==> src/rtl/bm_pkg.sv <==
// Shared Box-Muller datapath constants and the IEEE-754 double payload layout.
package bm_pkg;

  localparam int unsigned FP_W       = 64;
  localparam int unsigned FP_SIGN    = 63;
  localparam int unsigned FP_EXP_HI  = 62;
  localparam int unsigned FP_EXP_LO  = 52;
  localparam int unsigned FP_FRAC_HI = 51;
  localparam int unsigned FP_FRAC_LO = 0;
  localparam int unsigned FPMUL_LAT  = 12;
  localparam int unsigned DRAIN_DEPTH = 16;

  // Double-precision word as produced by fpmul.r
  typedef struct packed {
    logic        sign;
    logic [10:0] exp;
    logic [51:0] frac;
  } fp64_t;

  // True when v is a non-zero power of two
  function automatic logic is_pow2(input int unsigned v);
    return (v != 0) && ((v & (v - 1)) == 0);
  endfunction

endpackage

==> src/rtl/fpmul_drain_if.sv <==
// Sequencer / multiplier / consumer side bundle of the fpmul drain buffer.
interface fpmul_drain_if #(
  parameter int unsigned W     = 64,
  parameter int unsigned DEPTH = 16,
  parameter int unsigned CW    = $clog2(DEPTH + 1)
);

  logic          issue_req;
  logic          issue_ok;
  logic          mul_pushin;
  logic          mul_pushout;
  logic [W-1:0]  mul_r;
  logic          out_valid;
  logic [W-1:0]  out_data;
  logic          out_ready;
  logic [CW-1:0] count;
  logic [CW-1:0] inflight;
  logic          err;

  // Drain buffer side
  modport master (
    input  issue_req, mul_pushout, mul_r, out_ready,
    output issue_ok, mul_pushin, out_valid, out_data, count, inflight, err
  );

  // Environment side: sequencer, multiplier and consumer
  modport slave (
    output issue_req, mul_pushout, mul_r, out_ready,
    input  issue_ok, mul_pushin, out_valid, out_data, count, inflight, err
  );

endinterface

==> src/rtl/bm_sync_fifo.sv <==
// Single-clock FIFO with occupancy counter; write-while-full is dropped and flagged.
module bm_sync_fifo
  import bm_pkg::*;
#(
  parameter int unsigned W     = FP_W,
  parameter int unsigned DEPTH = DRAIN_DEPTH,
  localparam int unsigned CW   = $clog2(DEPTH + 1)
) (
  input  logic          clk,
  input  logic          rst,
  input  logic          wr_en,
  input  logic [W-1:0]  wr_data,
  input  logic          rd_en,
  output logic [W-1:0]  rd_data,
  output logic [CW-1:0] count,
  output logic          full,
  output logic          empty,
  output logic          ovf
);

  localparam int unsigned AW = $clog2(DEPTH);

  logic [W-1:0]  mem_q [DEPTH];
  logic [AW-1:0] wr_ptr_q, wr_ptr_d;
  logic [AW-1:0] rd_ptr_q, rd_ptr_d;
  logic [CW-1:0] count_q, count_d;
  logic          wr_ok_c;
  logic          rd_ok_c;

  assign empty   = (count_q == '0);
  assign full    = (count_q == CW'(DEPTH));
  assign rd_ok_c = rd_en & ~empty;
  // A pop in the same cycle frees the slot, so a full FIFO still accepts then
  assign wr_ok_c = wr_en & (~full | rd_ok_c);
  assign ovf     = wr_en & full & ~rd_ok_c;
  assign rd_data = mem_q[rd_ptr_q];
  assign count   = count_q;

  // Pointer and occupancy next-state
  always_comb begin
    wr_ptr_d = wr_ptr_q;
    rd_ptr_d = rd_ptr_q;
    count_d  = count_q;
    if (wr_ok_c) wr_ptr_d = wr_ptr_q + AW'(1);
    if (rd_ok_c) rd_ptr_d = rd_ptr_q + AW'(1);
    case ({wr_ok_c, rd_ok_c})
      2'b10:   count_d = count_q + CW'(1);
      2'b01:   count_d = count_q - CW'(1);
      default: count_d = count_q;
    endcase
  end

  // Control state registers
  always_ff @(posedge clk or posedge rst) begin
    if (rst) begin
      wr_ptr_q <= '0;
      rd_ptr_q <= '0;
      count_q  <= '0;
    end else begin
      wr_ptr_q <= wr_ptr_d;
      rd_ptr_q <= rd_ptr_d;
      count_q  <= count_d;
    end
  end

  // Storage array; contents are don't-care until written
  always_ff @(posedge clk) begin
    if (wr_ok_c) mem_q[wr_ptr_q] <= wr_data;
  end

endmodule

==> src/rtl/fpmul_drain.sv <==
// Credit-gated result buffer behind the no-backpressure fpmul pipeline.
module fpmul_drain
  import bm_pkg::*;
#(
  parameter int unsigned W     = FP_W,
  parameter int unsigned DEPTH = DRAIN_DEPTH,
  localparam int unsigned CW   = $clog2(DEPTH + 1)
) (
  input  logic              clk,
  input  logic              rst,
  fpmul_drain_if.master     bus
);

  localparam int unsigned RW = CW + 1;

  if (DEPTH < 2 || !is_pow2(DEPTH)) begin : g_bad_depth
    $error("fpmul_drain: DEPTH must be a power of two and at least 2");
  end

  logic [CW-1:0] inflight_q, inflight_d;
  logic          err_q, err_d;
  logic [RW-1:0] resv_c;
  logic          issue_ok_c;
  logic          pushin_c;
  logic          pop_c;
  logic          ret_orphan_c;

  logic [W-1:0]  fifo_rd_data;
  logic [CW-1:0] fifo_count;
  logic          fifo_full;
  logic          fifo_empty;
  logic          fifo_ovf;

  // Result storage
  bm_sync_fifo #(
    .W     (W),
    .DEPTH (DEPTH)
  ) u_fifo (
    .clk     (clk),
    .rst     (rst),
    .wr_en   (bus.mul_pushout),
    .wr_data (bus.mul_r),
    .rd_en   (pop_c),
    .rd_data (fifo_rd_data),
    .count   (fifo_count),
    .full    (fifo_full),
    .empty   (fifo_empty),
    .ovf     (fifo_ovf)
  );

  // Every outstanding product already owns a FIFO slot, so credit comes from registers only
  assign resv_c       = RW'(fifo_count) + RW'(inflight_q);
  assign issue_ok_c   = (resv_c < RW'(DEPTH));
  assign pushin_c     = bus.issue_req & issue_ok_c;
  assign pop_c        = ~fifo_empty & bus.out_ready;
  assign ret_orphan_c = bus.mul_pushout & (inflight_q == '0);

  assign bus.issue_ok   = issue_ok_c;
  assign bus.mul_pushin = pushin_c;
  assign bus.out_valid  = ~fifo_empty;
  assign bus.out_data   = fifo_rd_data;
  assign bus.count      = fifo_count;
  assign bus.inflight   = inflight_q;
  assign bus.err        = err_q;

  // In-flight tracking and sticky protocol error
  always_comb begin
    inflight_d = inflight_q;
    err_d      = err_q | fifo_ovf | ret_orphan_c;
    if (pushin_c && !bus.mul_pushout) begin
      inflight_d = inflight_q + CW'(1);
    end else if (!pushin_c && bus.mul_pushout && !ret_orphan_c) begin
      inflight_d = inflight_q - CW'(1);
    end
  end

  // Counter and error registers
  always_ff @(posedge clk or posedge rst) begin
    if (rst) begin
      inflight_q <= '0;
      err_q      <= 1'b0;
    end else begin
      inflight_q <= inflight_d;
      err_q      <= err_d;
    end
  end

endmodule

==> src/flat_wrapper.sv <==
// flat-port wrapper written by rule: the top's interface ports become plain ports
module fpmul_drain_flat import bm_pkg::*;
#(
  parameter int unsigned W     = FP_W,
  parameter int unsigned DEPTH = DRAIN_DEPTH,
  localparam int unsigned CW   = $clog2(DEPTH + 1)
)
  (clk, rst, bus_issue_req, bus_mul_pushout, bus_mul_r, bus_out_ready, bus_issue_ok, bus_mul_pushin, bus_out_valid, bus_out_data, bus_count, bus_inflight, bus_err);
  fpmul_drain_if #(.W(W), .DEPTH(DEPTH)) bus_i ();
  input  logic clk;
  input  logic rst;
  input wire logic [$bits(bus_i.issue_req)-1:0] bus_issue_req;
  input wire logic [$bits(bus_i.mul_pushout)-1:0] bus_mul_pushout;
  input wire logic [$bits(bus_i.mul_r)-1:0] bus_mul_r;
  input wire logic [$bits(bus_i.out_ready)-1:0] bus_out_ready;
  output wire logic [$bits(bus_i.issue_ok)-1:0] bus_issue_ok;
  output wire logic [$bits(bus_i.mul_pushin)-1:0] bus_mul_pushin;
  output wire logic [$bits(bus_i.out_valid)-1:0] bus_out_valid;
  output wire logic [$bits(bus_i.out_data)-1:0] bus_out_data;
  output wire logic [$bits(bus_i.count)-1:0] bus_count;
  output wire logic [$bits(bus_i.inflight)-1:0] bus_inflight;
  output wire logic [$bits(bus_i.err)-1:0] bus_err;
  assign bus_i.issue_req = bus_issue_req;
  assign bus_i.mul_pushout = bus_mul_pushout;
  assign bus_i.mul_r = bus_mul_r;
  assign bus_i.out_ready = bus_out_ready;
  assign bus_issue_ok = bus_i.issue_ok;
  assign bus_mul_pushin = bus_i.mul_pushin;
  assign bus_out_valid = bus_i.out_valid;
  assign bus_out_data = bus_i.out_data;
  assign bus_count = bus_i.count;
  assign bus_inflight = bus_i.inflight;
  assign bus_err = bus_i.err;
  fpmul_drain #(.W(W), .DEPTH(DEPTH)) u_core (.clk(clk), .rst(rst), .bus(bus_i));
endmodule
==> config.mk <==
export PLATFORM = sky130hd
export DESIGN_NAME = fpmul_drain_flat
export DESIGN_NICKNAME = d
export VERILOG_FILES = /design/src/rtl/bm_pkg.sv /design/src/rtl/fpmul_drain_if.sv /design/src/rtl/bm_sync_fifo.sv /design/src/rtl/fpmul_drain.sv /design/src/flat_wrapper.sv
export SDC_FILE = /design/constraint.sdc
export NUM_CORES = 1
export LEC_CHECK = 0
export CAP_MARGIN = 20
export CELL_PAD_IN_SITES_DETAIL_PLACEMENT = 1
export CELL_PAD_IN_SITES_GLOBAL_PLACEMENT = 1
export CORE_MARGIN = 2
export CORE_UTILIZATION = 25
export CTS_CLUSTER_DIAMETER = 150
export CTS_CLUSTER_SIZE = 30
export DETAILED_ROUTE_END_ITERATION = 6
export PLACE_DENSITY = 0.41
export SETUP_SLACK_MARGIN = 0.15
export SYNTH_ARGS = -nofsm -noshare
export SYNTH_HDL_FRONTEND = slang
export SYNTH_SLANG_ARGS = --single-unit
==> constraint.sdc <==
create_clock -name clk -period 7.2 [get_ports clk]
set_input_delay 0.72 -clock clk [delete_from_list [all_inputs] [get_ports clk]]
set_output_delay 0.72 -clock clk [all_outputs]
set_load 0.02 [all_outputs]
==> flow_results.org, run 1 <==
** Run status
- Outcome :: finished clean

** Placed design
- Routability-driven placement finished with a final weighted congestion of 0.664.
- In this run, placement finished with an instance count of 3725.
- DP Area :: 43800 sq um
- After legalization and detailed placement, the total HPWL measured 54400 um.
- Count of buffers from port buffering :: 146

** Finish
- Growth of design area from synthesis to finish :: 13.6%
- Sequential cell area in the final layout :: 31200 sq um
- In the final layout, the share of cells above drive strength 1 is 0.257.
- The net count of the finished layout is 1783.
- Fill cell instance count of the final layout :: 15.8k
- Post-route insts no fill :: 3777
- Final Cell Area :: 45000 sq um
- The multi-input combinational cells in the finished layout cover a total of 8060 sq um.

** Die
- 147 I/O pins were placed.
- Core Footprint :: 158000 sq um
- Core Rows :: 146
- Vert. Die Dim :: 402 um
- For this configuration, the core starts out at a cell density of 0.251.
- In this run the horizontal extent of the chip is 402 um.
- The floorplan step defined a die boundary enclosing 162000 sq um.

** Timing
- Count of endpoints failing hold in the final timing report :: 0
- Setup violations remaining at the end of the flow were counted as 0.
- Number of pins with negative max-slew slack in the final report :: 0
- Fmax :: 209 MHz
- Worst-case headroom to the max-slew limit :: 0.286
- Post-layout minimum cycle time :: 4790 ps
- Total Neg Setup Slack :: 0 ps
- Fin Clk Skew :: 44.1 ps
- Share of the clock period used by the worst path :: 0.665
- At the pin with the least slew margin, the transition time is 1070 ps.
- Setup repair after global routing left no endpoint under its margin.

** Clocking
- Maximum count of clock buffers along a single path :: 3
- Post-CTS Hold Buffers :: 0
- Source-to-sink clock delay at the later pin of the worst-skew pair :: 670 ps
- The clock tree synthesis step divided the H-tree into 2 levels.
- Post-CTS sizing :: 0
- Register clock-pin slew on the reported worst setup and hold paths :: 120 ps
- In this run the clock root is driven by a sky130_fd_sc_hd__clkbuf_16.
- TritonCTS built the clock tree.
- Count of buffers added by post-CTS timing repair for setup :: 0
- TritonCTS Sinks :: 1043
- In this run, CTS created clock tree buffers numbering 41.

** Critical path
- For the worst setup path, the data required time is 6480 ps.
- CP Data Arrival Time :: 4070 ps
- The largest single stage delay on the critical path is 720 ps.
- Critical path buffer and inverter count :: 3
- The cell that appears most often on the critical path is sky130_fd_sc_hd__mux4_2.
- Of all nets on the critical path, the largest fanout is 78.
- STA classifies the critical path startpoint as a flop.
- Top delay family on crit path :: buffers and inverters
- The critical path goes through buf_16 -> buf_12 -> mux4_2 -> mux4_2 -> clkdlybuf4s50_1.
- The critical path is of the flop to output pin type.
- Among all stages on the critical path, the largest delay is contributed by sky130_fd_sc_hd__dfrtp_4.
- Crit. End Element :: output pin

** Synthesis
- The post-synthesis compound-gate area fraction came to 0.00259.
- After synthesis the netlist holds a flip-flop and latch count of 1043.
- Of the total synthesized cell area, the portion taken by XOR and XNOR cells is 0.00332.
- Synthesis instantiated 36 different standard cells from the library.
- Fraction of the mapped netlist area in simple logic gates :: 0.00642
- Post-synthesis share of cell area spent on full adders, half adders and majority gates :: 0.00607
- The number of nets handed over by synthesis was 1630.
- For this run, the register share of the synthesized area comes to 0.789.
- During synthesis, Yosys emitted a total of 0 warnings.
- In the synthesized netlist, the number of instances is 1543.
- A synthesized cell averages 25.7 sq um.
- Summing every instance area after synthesis gives 39600 sq um.
- Largest family of logic cells by synthesized area :: multiplexers
- The portion of synthesized area spent on multiplexers is 0.184.

** Global route
- Entering global routing, the biggest net connects 101 pins.
- Initial antenna violation count :: 19
- The number of global-route vias before repair was 18.7k.
- Global routing finished with a remaining overflow of 0.
- Across every metal layer, demand over resource in global routing totals 0.130.
- The first global-routing pass estimated 149000 um of wire.

** Drt
- Vias :: 16.8k
- Total iterations of the first detailed-routing run :: 4
- After detailed routing, the number of remaining DRC violations is 0.
- Vias per inst :: 4.45
- The detail route stage leaves a number of antenna-violating nets equal to 0.
- After detailed routing, the average wire length per cell comes to 28.0 um.
- Starting DRT DRC Count :: 1101
- Total routed wirelength :: 106000 um

** Min path
- Hold Path Class :: flop to flop

** Power and ir drop
- Power spread over the standard cell area amounts to 373 nW/um^2.
- The worst-case IR drop observed on VDD is 0.232 mV.
- Summed over all cells, the static leakage comes to 0.0133 uW.
- Power, Total :: 16800 uW

** Run
- Across the run, the number of max-cap violations was 0.
metal layers:
| layer | part of all wire | vias to the layer above | global-route usage |
|---|---|---|---|
| met5 | 0.0011 | - | 0 |
| met4 | 0.013 | 18 | 0.0214 |
| met3 | 0.040 | 90 | 0.0236 |
| met2 | 0.50 | 237 | 0.220 |
| met1 | 0.45 | 9541 | 0.177 |
| li1 | - | 6940 | - |
through the flow:
step / worst slack [ps] / utilization / hold WS (ps)
final: 2410 / 0.285 / 505
after global routing: 2110 / 0.285 / 554
after CTS: 2210 / 0.285 / 522
after detailed placement: 2960 / 0.278 / 493
after global placement: 2750 / 0.277 / 485
after floorplan: 764 / - / 524
cell families (layout without fill, tap and decap cells):
kind of cell | after synthesis | after routing
AND/OR/NAND/NOR | 42 | 42
flip-flops | 1043 | 1043
buffers and inverters | 83 | 244
multiplexers | 326 | 326
other | 0 | 1
adder cells (fa/ha/maj) | 18 | 18
XOR/XNOR | 15 | 15
AO/OA/AOI/OAI | 16 | 16
final timing paths:
check,startpoint,to,slack (ps),cells after the start
hold reg to reg,u_core.bus.err$_DFF_PP0_,u_core.bus.err$_DFF_PP0_,500,2
setup / recovery,u_core.u_fifo.rd_ptr_q[0]$_DFFE_PP0N_,bus_out_data[6],2410,5
hold / removal,u_core.bus.err$_DFF_PP0_,u_core.bus.err$_DFF_PP0_,500,2
min in group asynchronous,rst,u_core.u_fifo.rd_ptr_q[0]$_DFFE_PP0N_,570,2
setup reg to reg,u_core.u_fifo.count[1]$_DFFE_PP0P_,u_core.u_fifo.mem_q[1][63]$_DFFE_PP_,3680,7
max in group asynchronous,rst,u_core.u_fifo.rd_ptr_q[1]$_DFFE_PP0N_,5990,2
registers in the layout, indices dropped and copies added (netlist names):
register / flops
u_core.u_fifo.mem_q: 1024
u_core.bus.err: 1
u_core.u_fifo.rd_ptr_q: 4
u_core.u_fifo.wr_ptr_q: 4
u_core.bus.inflight: 5
u_core.u_fifo.count: 5
layout make-up:
class,count,area share
inverter,7,0.000584
clock buffer,47,0.0243
tap,2072,0.0576
multi-input combinational,417,0.179
timing repair buffer,186,0.0426
antenna,1,0.0000556
clock inverter,4,0.00111
sequential,1043,0.695
power by group:
group	switching [uW]	leakage, uW	internal, uW
sequential	410	0.00947	7300
combinational	3120	0.00326	2950
clock	1860	0.000558	1110
total	5390	0.0133	11400
layout by cell type (no fill, tap or decap), types with 2 or more instances in the layout:
| master | n |
|---|---|
| sky130_fd_sc_hd__a21o_1 | 3 |
| sky130_fd_sc_hd__a21oi_1 | 5 |
| sky130_fd_sc_hd__and2_4 | 9 |
| sky130_fd_sc_hd__and3_4 | 5 |
| sky130_fd_sc_hd__buf_12 | 6 |
| sky130_fd_sc_hd__buf_16 | 4 |
| sky130_fd_sc_hd__buf_4 | 30 |
| sky130_fd_sc_hd__clkbuf_1 | 4 |
| sky130_fd_sc_hd__clkbuf_16 | 43 |
| sky130_fd_sc_hd__clkdlybuf4s50_1 | 146 |
| sky130_fd_sc_hd__dfrtp_1 | 15 |
| sky130_fd_sc_hd__dfrtp_4 | 4 |
| sky130_fd_sc_hd__edfxtp_1 | 1024 |
| sky130_fd_sc_hd__fa_1 | 2 |
| sky130_fd_sc_hd__ha_1 | 16 |
| sky130_fd_sc_hd__inv_1 | 6 |
| sky130_fd_sc_hd__inv_12 | 2 |
| sky130_fd_sc_hd__mux2_2 | 5 |
| sky130_fd_sc_hd__mux4_2 | 320 |
| sky130_fd_sc_hd__nand2_1 | 7 |
| sky130_fd_sc_hd__nand4_1 | 3 |
| sky130_fd_sc_hd__nor2_1 | 4 |
| sky130_fd_sc_hd__nor3_1 | 3 |
| sky130_fd_sc_hd__nor3b_2 | 4 |
| sky130_fd_sc_hd__o21ai_0 | 4 |
| sky130_fd_sc_hd__or4_1 | 2 |
| sky130_fd_sc_hd__xnor2_1 | 10 |
| sky130_fd_sc_hd__xor2_1 | 5 |
worst register-to-register path, stage by stage (launching register included):
cell and delay [ps]:
sky130_fd_sc_hd__dfrtp_1 510, sky130_fd_sc_hd__or4_1 190, sky130_fd_sc_hd__or3b_1 130, sky130_fd_sc_hd__and2_4 220, sky130_fd_sc_hd__inv_2 80, sky130_fd_sc_hd__nor3_1 380, sky130_fd_sc_hd__and2_4 880, sky130_fd_sc_hd__buf_4 770
cell usage after synthesis, drive strengths merged:
| cell type | n | share of area |
|---|---|---|
| a21boi | 1 | 0.00019 |
| a21o | 4 | 0.00079 |
| a21oi | 5 | 0.00063 |
| and2 | 10 | 0.0016 |
| and3 | 5 | 0.0010 |
| buf | 33 | 0.0042 |
| clkbuf | 43 | 0.0041 |
| dfrtp | 19 | 0.012 |
| edfxtp | 1024 | 0.78 |
| fa | 2 | 0.0010 |
| ha | 16 | 0.0051 |
| inv | 7 | 0.00066 |
| mux2 | 5 | 0.0014 |
| mux2i | 1 | 0.00025 |
| mux4 | 320 | 0.18 |
| nand2 | 7 | 0.00066 |
| nand2b | 1 | 0.00016 |
| nand4 | 3 | 0.00047 |
| nor2 | 4 | 0.00038 |
| nor2b | 1 | 0.00016 |
| nor3 | 3 | 0.00038 |
| nor3b | 4 | 0.00076 |
| o21ai | 4 | 0.00051 |
| o21ba | 1 | 0.00025 |
| o221ai | 1 | 0.00022 |
| or2 | 1 | 0.00016 |
| or3b | 1 | 0.00022 |
| or4 | 2 | 0.00038 |
| xnor2 | 10 | 0.0022 |
| xor2 | 5 | 0.0011 |
No activity file was read; power rests on OpenSTA's default activity.
==> run 2, diff against run 1 <==
Settings changed: PLACE_DENSITY 0.41 to 0.43.
Clock period 7.2 ns to 4.1 ns, I/O delays scaled along.
==> run 2 against run 1 <==
  * Final area grew 1.9%
  * Routed wire length shrank 1.9%
  * Utilization grew 0.54 points
  * Critical path depth is the same
  * Critical path type unchanged
  * Largest cell class unchanged
  * Largest power group unchanged
==> flow_results.org, run 2 (synthesis results as in run 1) <==
** Clocking
- Clock tree synthesis selected as its root buffer the cell sky130_fd_sc_hd__clkbuf_16.
- The later pin in the worst-skew pair is clocked with a latency of 660 ps.
- TritonCTS created 41 clock buffers.
- TritonCTS built the clock tree.
- Clock-pin slew was measured on the worst setup and hold paths at 120 ps.
- CTS saw 1043 sinks.
- Maximum count of clock buffers along a single path :: 3
- Maximum level of the CTS H-tree :: 2

** Critical path
- Crit path cell chain :: buf_16 -> buf_4 -> mux4_2 -> mux4_2 -> clkdlybuf4s50_1
- The slowest stage of the critical path belongs to the cell sky130_fd_sc_hd__dfrtp_4.
- CP peak stage delay :: 570 ps
- Cell mode on critical path :: sky130_fd_sc_hd__mux4_2
- Kind of launch point of the worst setup path :: flop
- The critical path is of the flop to output pin type.
- For the worst setup path, the data arrival time is 3410 ps.
- Crit. End Element :: output pin
- Worst-path fanout max :: 26
- Req. time, crit path :: 3690 ps

** Timing
- The clock period could shrink to 3820 ps.
- Across the routed clock network, the largest skew measured is 44.3 ps.
- Setup slack of the critical path after layout :: 281 ps
- Derived from the worst setup path, the maximum achievable clock frequency is 262 MHz.
- Setup repair after global routing could not meet its margin everywhere.
- Share of the clock period used by the worst path :: 0.931
- Final count of negative-setup-slack endpoints :: 0
- After routing, the total negative slack on setup checks comes to 0 ps.
- The count of final max-slew check failures came to 0.
- Worst-case headroom to the max-slew limit :: 0.415
- The number of hold violations in the final report was 0.
- At the pin with the least slew margin, the transition time is 877 ps.

** Finish
- Compared with the post-synthesis result, the final layout area differs by 15.8%.
- In the layout the commonest cells are sky130_fd_sc_hd__edfxtp_1, sky130_fd_sc_hd__mux4_2, sky130_fd_sc_hd__clkdlybuf4s50_1.
- In the final layout, the share of cells above drive strength 1 is 0.280.
- Counting flops per register, the top entry is u_core.u_fifo.mem_q.
- After the last flow step, the layout net total stands at 1835.
- Flip-flop count of the largest register after layout :: 1024
- Leaving out fill and tap cells, the most frequent cell in the layout is sky130_fd_sc_hd__edfxtp_1.
- Post-route insts no fill :: 3828

** Die
- The floorplan step defined a die boundary enclosing 162000 sq um.
- The floorplan step defined a core boundary enclosing 158000 sq um.
- The floorplan has 146 rows.
- 147 I/O pins were placed.
- Die X :: 402 um
- Vert. Die Dim :: 402 um
- Starting utilization of the core area :: 0.251

** Placed design
- Inst Count DP :: 3774
- DP HPWL :: 57700 um
- In this run the tool buffered the top-level ports with 146 buffer cells.
- Weighted congestion at the end of routability-driven global placement :: 0.685
- Placement-stage worst setup slack :: 722 ps

** Drt
- Vias :: 17.0k
- Total iterations of the first detailed-routing run :: 4
- Number of DRC violations after detailed routing :: 0
- Starting DRT DRC Count :: 1247
- Vias per inst :: 4.45
- The detail route stage leaves a number of antenna-violating nets equal to 0.
- The routed design has 104000 um of wire.
- Post-detailed-route wirelength per cell :: 27.1 um

** Global route
- For this run, the total global-route usage over all layers was measured as 0.128.
- Number of global-route vias before repair :: 19.1k
- Initial antenna violation count :: 13
- Global-route wire length before repair :: 149000 um
- The total overflow left after global routing is 0.
- Largest net degree at the start of global routing :: 65

** Power and ir drop
- Lkg Pwr :: 0.0137 uW
- IR analysis of the VDD net gives a maximum drop of 0.379 mV.
- Power Dens Cells :: 652 nW/um^2

** Min path
- The worst hold path belongs to the class input port to async pin.

** Run
- # Max-Cap Violations :: 0

** Run status
- The flow ran to the end, and the final reports show no timing, DRC or antenna violations.
run 2: cell type report:
| cell class | instances | area, sq um |
|---|---|---|
| diodes | 4 | 10.0 |
| clock buffers | 43 | 1080 |
| clock inverters | 4 | 55.1 |
| fillers | 15700 | 112000 |
| inverters | 7 | 26.3 |
| multi-input cells | 417 | 8080 |
| flip-flops and latches | 1043 | 31200 |
| well taps | 2072 | 2590 |
| repair buffers | 238 | 2750 |
run 2: worst paths after layout:
| kind | startpoint | endpoint | slack, ps | cells past startpoint |
|---|---|---|---|---|
| worst min-delay path | rst | u_core.bus.inflight[3]$_DFFE_PP0P_ | 230 | 2 |
| min in group clk | u_core.bus.err$_DFF_PP0_ | u_core.bus.err$_DFF_PP0_ | 520 | 2 |
| worst max-delay path | u_core.u_fifo.rd_ptr_q[0]$_DFFE_PP0N_ | bus_out_data[50] | 280 | 5 |
| worst max register to register | u_core.u_fifo.count[0]$_DFFE_PP0P_ | u_core.u_fifo.count[4]$_DFFE_PP0P_ | 840 | 10 |
| max in group asynchronous | rst | u_core.u_fifo.rd_ptr_q[2]$_DFFE_PP0N_ | 3230 | 2 |
| worst min register to register | u_core.bus.err$_DFF_PP0_ | u_core.bus.err$_DFF_PP0_ | 520 | 2 |
run 2: worst max-delay path, delay by kind of cell, from the launching register on:
kind | cells | cell delay, ps
buf+inv | 3 | 1090
flops | 1 | 570
mux | 2 | 1030
run 2: report_power, final:
group / internal, uW / leakage [uW] / switching, uW
registers: 12800 / 0.00947 / 487
logic: 5620 / 0.00367 / 5800
clock network: 1930 / 0.000552 / 3230
run 2: repair_timing:
item | CTS | global route
gates resized for setup | 1 | 1
hold buffers | 0 | 0
buffers inserted | 3 | 0
cloned | 0 | 0
setup endpoints to repair | 37 | 3
run 2: through the flow:
stage                      util  hold slack [ps]  cell area (sq um)  total power [uW]
after CTS                 0.290              200              45800             30700
after global routing      0.290              255              45800             31400
after detailed placement  0.283              507              44700             25400
after global placement    0.283              500              44700             25300
final                     0.290              233              45800             29900
after floorplan               -              361              39600             20300
run 2: per-layer routing:
| layer | share of wire | vias to the layer above | track usage |
|---|---|---|---|
| met2 | 0.51 | 214 | 0.221 |
| met4 | 0.017 | 10 | 0.0252 |
| met1 | 0.44 | 9658 | 0.172 |
| met5 | 0.00060 | - | 0 |
| met3 | 0.032 | 94 | 0.0199 |
| li1 | - | 7051 | - |
==> run 3, diff against run 2 <==
Settings changed: CELL_PAD_IN_SITES_DETAIL_PLACEMENT 1 to not set, CELL_PAD_IN_SITES_GLOBAL_PLACEMENT 1 to not set, PLACE_DENSITY 0.43 to 0.4.
==> run 3 against run 2 <==
  * Power decreased by 0.38%
  * Largest cell class unchanged
  * Utilization decreased by 0.11 points
  * Clock skew decreased by 5.5 ps
  * Setup slack gained 3.1 ps
  * Sequential share of layout area grew 0.25 points
  * Count of clock-buffer cells in the layout rose by 3
  * Register-to-register slack better by 70 ps
  * Final cell count fell by 0.29%
  * Flip-flop and latch count unchanged
  * Non-clock buffer count decreased by 16
  * Largest power group unchanged
  * Sequential power about the same
  * Worst hold slack got worse by 31 ps
==> flow_results.org, run 3 (synthesis results as in run 1) <==
** Critical path
- CP Data Arrival Time :: 3410 ps
- Top delay family on crit path :: buffers and inverters
- Counting stages on the worst path, the most repeated cell is sky130_fd_sc_hd__mux4_2.
- Crit path cell chain :: buf_16 -> buf_12 -> mux4_2 -> mux4_2 -> clkdlybuf4s50_1
- Crit. End Element :: output pin
- R2r startpoint :: u_core.u_fifo.count[0]$_DFFE_PP0P_
- Together, buffers and inverters on the worst path number 3.
- The worst register-to-register path ends at u_core.u_fifo.count[4]$_DFFE_PP0P_.
- The setup check on the worst reg-to-reg path leaves a slack of 910 ps.
- Among all stages on the critical path, the largest delay is contributed by sky130_fd_sc_hd__dfrtp_4.
- Depth of the worst register-to-register path :: 11
- For the worst setup path, the data required time is 3690 ps.
- Worst setup path class :: flop to output pin
- Kind of launch point of the worst setup path :: flop
- For this run, the slowest stage of the critical path takes 560 ps.
- Worst-path fanout max :: 24

** Die
- In this run the count of I/O pins placed on the die edge is 147.
- Core Rows :: 146
- The floorplan step defined a die boundary enclosing 162000 sq um.
- The core region is 158000 sq um.
- The initial utilization of the core area, before any placement, comes to 0.251.
- The die is 402 um tall.
- Die X :: 402 um

** Timing
- Transition at the pin with the smallest max-transition slack :: 807 ps
- Fin Clk Skew :: 38.8 ps
- Fmax :: 262 MHz
- The count of final max-slew check failures is 0.
- Setup total negative slack on the finished layout was measured at 0 ps.
- Post-layout minimum cycle time :: 3820 ps
- RSZ-0062 raised after global routing :: false
- Hold Slack :: 202 ps
- Count of endpoints failing hold in the final timing report :: 0
- Setup slack of the critical path after layout :: 284 ps
- Headroom to the max-slew limit came out at 0.461.
- Final count of negative-setup-slack endpoints :: 0
- Share of the clock period used by the worst path :: 0.931

** Placed design
- Weighted congestion at the end of routability-driven global placement :: 0.693
- After legalization and detailed placement, the total HPWL measured 55900 um.
- Before CTS, the worst setup slack after placement is 860 ps.
- Input and output buffers added on the ports amount to 146.
- Inst Count DP :: 3760

** Finish
- Share of layout cells above drive strength 1 :: 0.273
- Post-route insts no fill :: 3817
- Compared with the post-synthesis result, the final layout area differs by 15.4%.
- Most frequent cells in the layout :: sky130_fd_sc_hd__edfxtp_1, sky130_fd_sc_hd__mux4_2, sky130_fd_sc_hd__clkdlybuf4s50_1
- The register with the most flip-flops in the layout has 1024 of them.
- Sequential cell area in the final layout :: 31200 sq um
- In the final layout, the multi-input gates occupy 8080 sq um.
- For this run, the post-layout net count is 1819.
- After filler insertion, the fill cell instance count of the layout stands at 15.3k.
- Leading cell type in the layout, fill and taps excluded :: sky130_fd_sc_hd__edfxtp_1
- More flip-flops sit in one register than any other, and that register is u_core.u_fifo.mem_q.

** Drt
- In the final routed layout, each cell accounts on average for 26.5 um.
- The routed design has 101000 um of wire.
- Total iterations of the first detailed-routing run :: 5
- Number of nets with antenna violations after routing :: 0
- Number of DRC violations after detailed routing :: 0
- Starting DRT DRC Count :: 1286
- Vias per inst :: 4.43
- The routed layout has 16.9k vias.

** Clocking
- TritonCTS clock tree :: done
- Maximum count of clock buffers along a single path :: 3
- Register clock-pin slew on the reported worst setup and hold paths :: 120 ps
- CTS saw 1043 sinks.
- The H-tree was split into 2 levels.
- Clock tree synthesis selected as its root buffer the cell sky130_fd_sc_hd__clkbuf_16.
- The clock reaches the later pin of the worst-skew pair after 670 ps.
- TritonCTS buffer count :: 41

** Global route
- The number of global-route vias before repair came to 18.4k.
- Total routing usage reported by global routing :: 0.124
- The initial antenna violation count is 16.
- Entering global routing, the biggest net connects 65 pins.
- Summed over all layers, the global routing overflow is 0.
- The first global-routing pass estimated 144000 um of wire.

** Min path
- The worst hold path belongs to the class input port to async pin.

** Power and ir drop
- The completed layout was analyzed and its total power is 29800 uW.
- The worst-case IR drop observed on VDD is 0.415 mV.
- Power Dens Cells :: 652 nW/um^2
- For this design the static power due to leakage is 0.0136 uW.

** Run
- # Max-Cap Violations :: 0

** Run status
- The run finished with clean final reports.
-- run 3: cell count changes in the layout (fill, tap and decap cells not counted), sizes merged --
cell      previous run  this run
buf                 92        76
clkbuf              43        46
clkinv               1         3
bufinv               0         1
clkinvlp             1         0
diode                4         3
inv                  9        10
-- run 3: area by class of cell --
| cell class | count | share of cell area |
|---|---|---|
| diodes | 3 | 0.000164 |
| clock buffers | 46 | 0.0229 |
| clock inverters | 7 | 0.00247 |
| inverters | 7 | 0.000575 |
| multi-input cells | 417 | 0.177 |
| flip-flops and latches | 1043 | 0.684 |
| well taps | 2072 | 0.0568 |
| repair buffers | 222 | 0.0560 |
-- run 3: per-stage QoR --
step            util  instance area, sq um
5_1_grt        0.289                 45700
6_report       0.289                 45700
2_1_floorplan      -                 39600
4_1_cts        0.289                 45700
3_3_place_gp   0.282                 44500
3_5_place_dp   0.282                 44500
-- run 3: per-layer routing --
metal	vias up	global-route usage	part of all wire
li1	7033	-	-
met1	9482	0.163	0.43
met2	272	0.217	0.51
met3	97	0.0179	0.032
met4	12	0.0286	0.018
met5	-	0	0.00076
-- run 3: timing repair --
action,in CTS,in global routing
pin swaps,0,0
cloned,0,0
setup buffers,1,0
endpoints found under the hold margin,0,0
endpoints found under the setup margin,16,1
gates resized for setup,2,1
hold buffers,0,0
-- run 3: worst max-delay path by stage --
| stage | cells after the start | start | to | slack (ps) |
|---|---|---|---|---|
| after detailed placement | 4 | u_core.u_fifo.rd_ptr_q[1]$_DFFE_PP0N_ | bus_out_data[57] | 860 |
| final | 5 | u_core.u_fifo.rd_ptr_q[0]$_DFFE_PP0N_ | bus_out_data[21] | 280 |
| after global placement | 11 | u_core.u_fifo.count[0]$_DFFE_PP0P_ | u_core.u_fifo.count[4]$_DFFE_PP0P_ | 790 |
| after global routing | 5 | u_core.u_fifo.rd_ptr_q[0]$_DFFE_PP0N_ | bus_out_data[50] | 150 |
| after floorplan | 6 | u_core.u_fifo.count[0]$_DFFE_PP0P_ | u_core.u_fifo.mem_q[4][0]$_DFFE_PP_ | -90 |
| after CTS | 5 | u_core.u_fifo.rd_ptr_q[0]$_DFFE_PP0N_ | bus_out_data[13] | 180 |
-- run 3: power breakdown --
part	leakage (uW)	switching (uW)	internal (uW)
clock network	0.000562	3240	1950
logic	0.00357	5720	5540
registers	0.00947	513	12800
total	0.0136	9470	20300
==> RTL change 1, RTL diff (config.mk and constraints of run 3) <==
`FP_W`: 64 -> 32.
--- a/src/rtl/bm_pkg.sv
+++ b/src/rtl/bm_pkg.sv
@@ -2,5 +2,5 @@
 package bm_pkg;
 
-  localparam int unsigned FP_W       = 64;
+  localparam int unsigned FP_W       = 32;
   localparam int unsigned FP_SIGN    = 63;
   localparam int unsigned FP_EXP_HI  = 62;
Ports: changed (resized bus_mul_r and bus_out_data); port bits go from 147 to 83. The function was not compared with the original's and may differ.
==> RTL change 1 against run 3 <==
First-iteration DRC count is 49% lower. Setup slack better by 0.16 ns. Synthesized area is 48% lower. Sequential cell count down 512. Total power down 49%. Final area down 49%. Register-to-register slack improved by 0.03 ns. Clock power shrank 51%. Wire length shrank 51%. Via count is 47% lower. Utilization up 0.10 points. Sequential power shrank 48%.
==> RTL change 1: results (changes against run 3) <==
- Sequential share of the synthesized area: 0.775 (-0.0138)
- Routability cong.: 0.672 (-3.0%)
- CTS Root Cell: clkbuf_16
- Detailed Routing Iterations Pass 1: 5 (unchanged)
- Layout cell share with drive strength beyond 1: 0.266 (-0.00715)
- Antenna violations before repair: 4 (-12)
- Crit-path max FO: 25 (+4.2%)
- Synthesis Warnings: 0 (unchanged)
- Worst ir drop on vdd: 0.318 mV (-23%)
- First-pass GRT wire length: 71,700 um (-50%)
- Metal-1 WL: 23,500 um (-47%)
- Aggregate global-route resource usage: 0.118 (-0.00651)
- GR Overflow Total: 0 (unchanged)
- Post-Syn Nets: 891 (-45%)
- Largest net degree at the start of global routing: 52 (-20%)
- Nets: 989 (-46%)
- Max Clock Skew: 0.0248 ns (-0.0140 ns)
- Vias in the first global route: 9,492 (-48%)
- Skew-Pair Late Insertion Delay: 0.58 ns (-0.09 ns)
- TritonCTS buffer count: 21 (-49%)
- Share of the synthesized area in the top cell type: 0.752 (-0.0250)
- Met2 WL post-DR: 24,200 um (-54%)
- IO Port Bufs: 82 (-44%)
- Post-synth ARST share: 0.0358 (+0.0176)
- ANT cells: 0 (-3)
- Vias per Instance: 4.45 (+0.60%)
- Detailed-placement wirelength estimate: 26,700 um (-52%)
- Delay-heaviest family, CP: multiplexers
- Post_cts resized: 0 (-2)
- Outcome: complete, no violations
- Pre-CTS setup slack: 0.816 ns (-0.0437 ns)
- Setup Buffers After CTS: 0 (-1)
- Post-synth top cells: 512 x edfxtp_1, 160 x mux4_2, 24 x clkbuf_1, 19 x dfrtp_1, 16 x ha_1
- Drt wl/cell: 25.0 um (-5.6%)
- Met3 Wirelength: 1570 um (-52%)
- Top post-synthesis cells by area: edfxtp_1 75%, mux4_2 18%, dfrtp_1 2.3%
- Worst slew margin: 0.410 (-0.0512)
- Leak pwr: 7.08 nW (-48%)
- Flip-flop count of the largest register after layout: 512 (-50%)
- CP max stage delay: 0.68 ns (+0.12 ns)
- Post-synth EDFFs: 512 (-50%)
RTL change 1: path summary, 6_finish.rpt:
check	slack [ns]	end	start	depth (start not counted)
max in group asynchronous	3.19	u_core.u_fifo.rd_ptr_q[0]	rst	2
worst min register to register	0.50	u_core.bus.err	u_core.bus.err	2
min in group clk	0.50	u_core.bus.err	u_core.bus.err	2
worst max-delay path	0.44	bus_out_data[27]	u_core.u_fifo.rd_ptr_q[0]	4
worst min-delay path	0.31	u_core.bus.inflight[3]	rst	2
worst max register to register	0.94	u_core.u_fifo.count[4]	u_core.u_fifo.count[0]	11
RTL change 1: cell families after synthesis:
logic type,share of synthesized area
DFF,0.775
muxes,0.179
buffers and inverters,0.00979
and+or+nand+nor,0.0124
adders and majority gates,0.0117
AOI/OAI and AO/OA,0.00502
xor gates and xnor gates,0.00642
RTL change 1: power by group:
part	internal (mW)	total [mW]	switching (mW)	leakage [nW]
clock network	0.941	2.52	1.58	0.268
logic	2.92	5.75	2.83	1.97
registers	6.55	6.98	0.428	4.84
total	10.4	15.3	4.84	7.08
RTL change 1: area by class of cell:
class                      count  area, sq um
fill                        7810        57300
sequential                   531        15900
multi-input combinational    257         4430
tap                         1060         1330
timing repair buffer         116         1270
clock buffer                  21          526
inverter                       7         26.3
clock inverter                 2         17.5
RTL change 1: per-stage QoR:
stage	cells	cell area, sq um
3_3_place_gp	1969	22900
3_5_place_dp	1970	22900
2_1_floorplan	836	20500
5_1_grt	1994	23500
4_1_cts	1993	23400
6_report	1994	23500
RTL change 1: per-layer routing:
layer  vias up  track usage
li1       3732            -
met3        43       0.0159
met4         8       0.0206
met2       135        0.193
met1      4961        0.169
met5         -            0
==> RTL change 2, RTL diff (settings of run 3) <==
Without the edit above. Compare `count_q` against `CW'(DEPTH)` with >= in place of ==.
--- a/src/rtl/bm_sync_fifo.sv
+++ b/src/rtl/bm_sync_fifo.sv
@@ -29,5 +29,5 @@
 
   assign empty   = (count_q == '0);
-  assign full    = (count_q == CW'(DEPTH));
+  assign full    = (count_q >= CW'(DEPTH));
   assign rd_ok_c = rd_en & ~empty;
   // A pop in the same cycle frees the slot, so a full FIFO still accepts then
Check against the original RTL: no difference found for any inputs over 4 cycles, from zero or initial values and one cycle with rst high; that may be too few to reach the edited logic, so the function may still have changed.
==> RTL change 2 against run 3 <==
Final area is 0.34% higher. Hold slack better by 0.052 ns. Wire length is 1.2% higher. Total power is 1.3% lower. Synthesized area is 0.30% higher. Via count is 1.3% higher. Maximum frequency is 0.16% higher. Sequential cell count stayed put. Non-clock buffer count is 4 higher. Setup slack better by 0.0063 ns. First-iteration DRC count is 4.5% higher. Utilization is 0.065 points higher. Synthesized cell count is 0.58% higher.
==> RTL change 2: results (changes against run 3) <==
- Outcome: complete, no violations
- DP Area: 44,700 sq um (+0.41%)
- PD cells: 641 nW/um^2 (-1.7%)
- First-pass GRT wire length: 146,000 um (+1.5%)
- Pre-CTS setup slack: 0.677 ns (-0.183 ns)
- Post-synth top cells: 1,024 x edfxtp_1, 320 x mux4_2, 31 x clkbuf_1, 19 x dfrtp_1, 16 x ha_1
- Critical R2R Launch: u_core.u_fifo.count[2]
- Clock slew seen by the registers of the worst setup and hold paths: 0.12 ns (about the same)
- Vias in the first global route: 18,700 (+1.5%)
- Sequential share of the synthesized area: 0.787 (-0.00236)
- Starting DRT DRC Count: 1,344 (+4.5%)
- Max Clock Freq: 262 MHz (+0.16%)
- Grt met2 use: 0.214 (-0.00327)
- CP max stage delay: 0.60 ns (+0.04 ns)
- Slew @ Worst Pin: 0.910 ns (+0.103 ns)
- Vias per Instance: 4.47 (+1.1%)
- Metal-1 WL: 45,300 um (+3.2%)
- Met3 GRT Util: 0.0220 (+0.00412)
- Detailed Routing Iterations Pass 1: 5 (unchanged)
- Layout cell share with drive strength beyond 1: 0.267 (-0.00540)
- Post-synth ARST share: 0.0182 (unchanged)
- Skew-Pair Late Insertion Delay: 0.64 ns (-0.03 ns)
- R2R setup slack: 1.05 ns (+0.14 ns)
- Psw: 9.35 mW (-1.2%)
- Worst ir drop on vdd: 0.352 mV (-15%)
- TritonCTS buffer count: 40 (-2.4%)
- Final wirelength: 102,000 um (+1.2%)
- Critical Path Start: u_core.u_fifo.rd_ptr_q[0]
- CP Data Arrival Time: 3.40 ns (about the same)
- Slowest cell on crit path: clkdlybuf4s50_1
- Post-Syn Nets: 1,639 (+0.55%)
- Antenna violations before repair: 13 (-3)
- Routability cong.: 0.695 (+0.40%)
- R2R cell count: 10 (-1)
- Met2 WL post-DR: 51,500 um (-1.3%)
- GRT met1 Usage: 0.169 (+0.00613)
- Synthesis Warnings: 0 (unchanged)
- Detailed-placement wirelength estimate: 56,400 um (+0.87%)
- Met3 Wirelength: 4090 um (+26%)
- Worst Hold Margin: 0.254 ns (+0.0524 ns)
- Top post-synthesis cells by area: edfxtp_1 77%, mux4_2 18%, dfrtp_1 1.2%
- Leak pwr: 13.6 nW (about the same)
- Fill count: 15,100 (-1.5%)
- Worst Setup EP: bus_out_data[60]
- Mean area per synthesized cell: 25.6 sq um (-0.28%)
- Synth cell types: 34 (-5.6%)
- Reg-to-Reg End: u_core.bus.inflight[4]
[RTL change 2: changes by cell type in the layout (fill, tap and decap cells not counted), moves of 3 or more]
cell,before,now
buf_12,40,51
clkinv_8,3,0
buf_4,34,24
nor2_4,0,4
inv_1,6,14
nor3b_4,4,0
nor4_4,0,4
and3_4,5,0
[RTL change 2: power groups by stage]
stage / Sequential [mW] / Clock, mW / Combinational (mW)
6_report: 13.1 / 4.97 / 11.3
5_1_grt: 13.2 / 5.54 / 12.1
4_1_cts: 13.1 / 5.25 / 11.7
3_5_place_dp: 13.4 / 0 / 11.6
3_3_place_gp: 13.4 / 0 / 11.5
2_1_floorplan: 13.2 / 0 / 6.97
[RTL change 2: layout make-up]
| type | instances | area [sq um] | share of cell area |
|---|---|---|---|
| clock inverters | 1 | 7.51 | 0.000164 |
| repair buffers | 226 | 2790 | 0.0609 |
| flip-flops and latches | 1043 | 31200 | 0.682 |
| well taps | 2072 | 2590 | 0.0566 |
| clock buffers | 48 | 1050 | 0.0230 |
| multi-input cells | 419 | 8080 | 0.176 |
| diodes | 1 | 2.50 | 0.0000546 |
| inverters | 14 | 52.6 | 0.00115 |
[RTL change 2: repair_timing]
item                                    4_1_cts  5_1_grt
resized for setup                             2        3
gates cloned                                  0        1
endpoints found under the setup margin       45        8
buffers inserted                              3        2
endpoints found under the hold margin         0        0
hold buffers                                  0        0
[RTL change 2: cells by family after synthesis]
logic type / count (synthesis) / synth area share
flip-flops: 1043 / 0.787
multiplexers: 326 / 0.183
buffers and inverters: 90 / 0.0126
AND/OR/NAND/NOR: 43 / 0.00583
AO/OA/AOI/OAI: 18 / 0.00268
adder cells (fa/ha/maj): 18 / 0.00605
XOR/XNOR: 14 / 0.00309
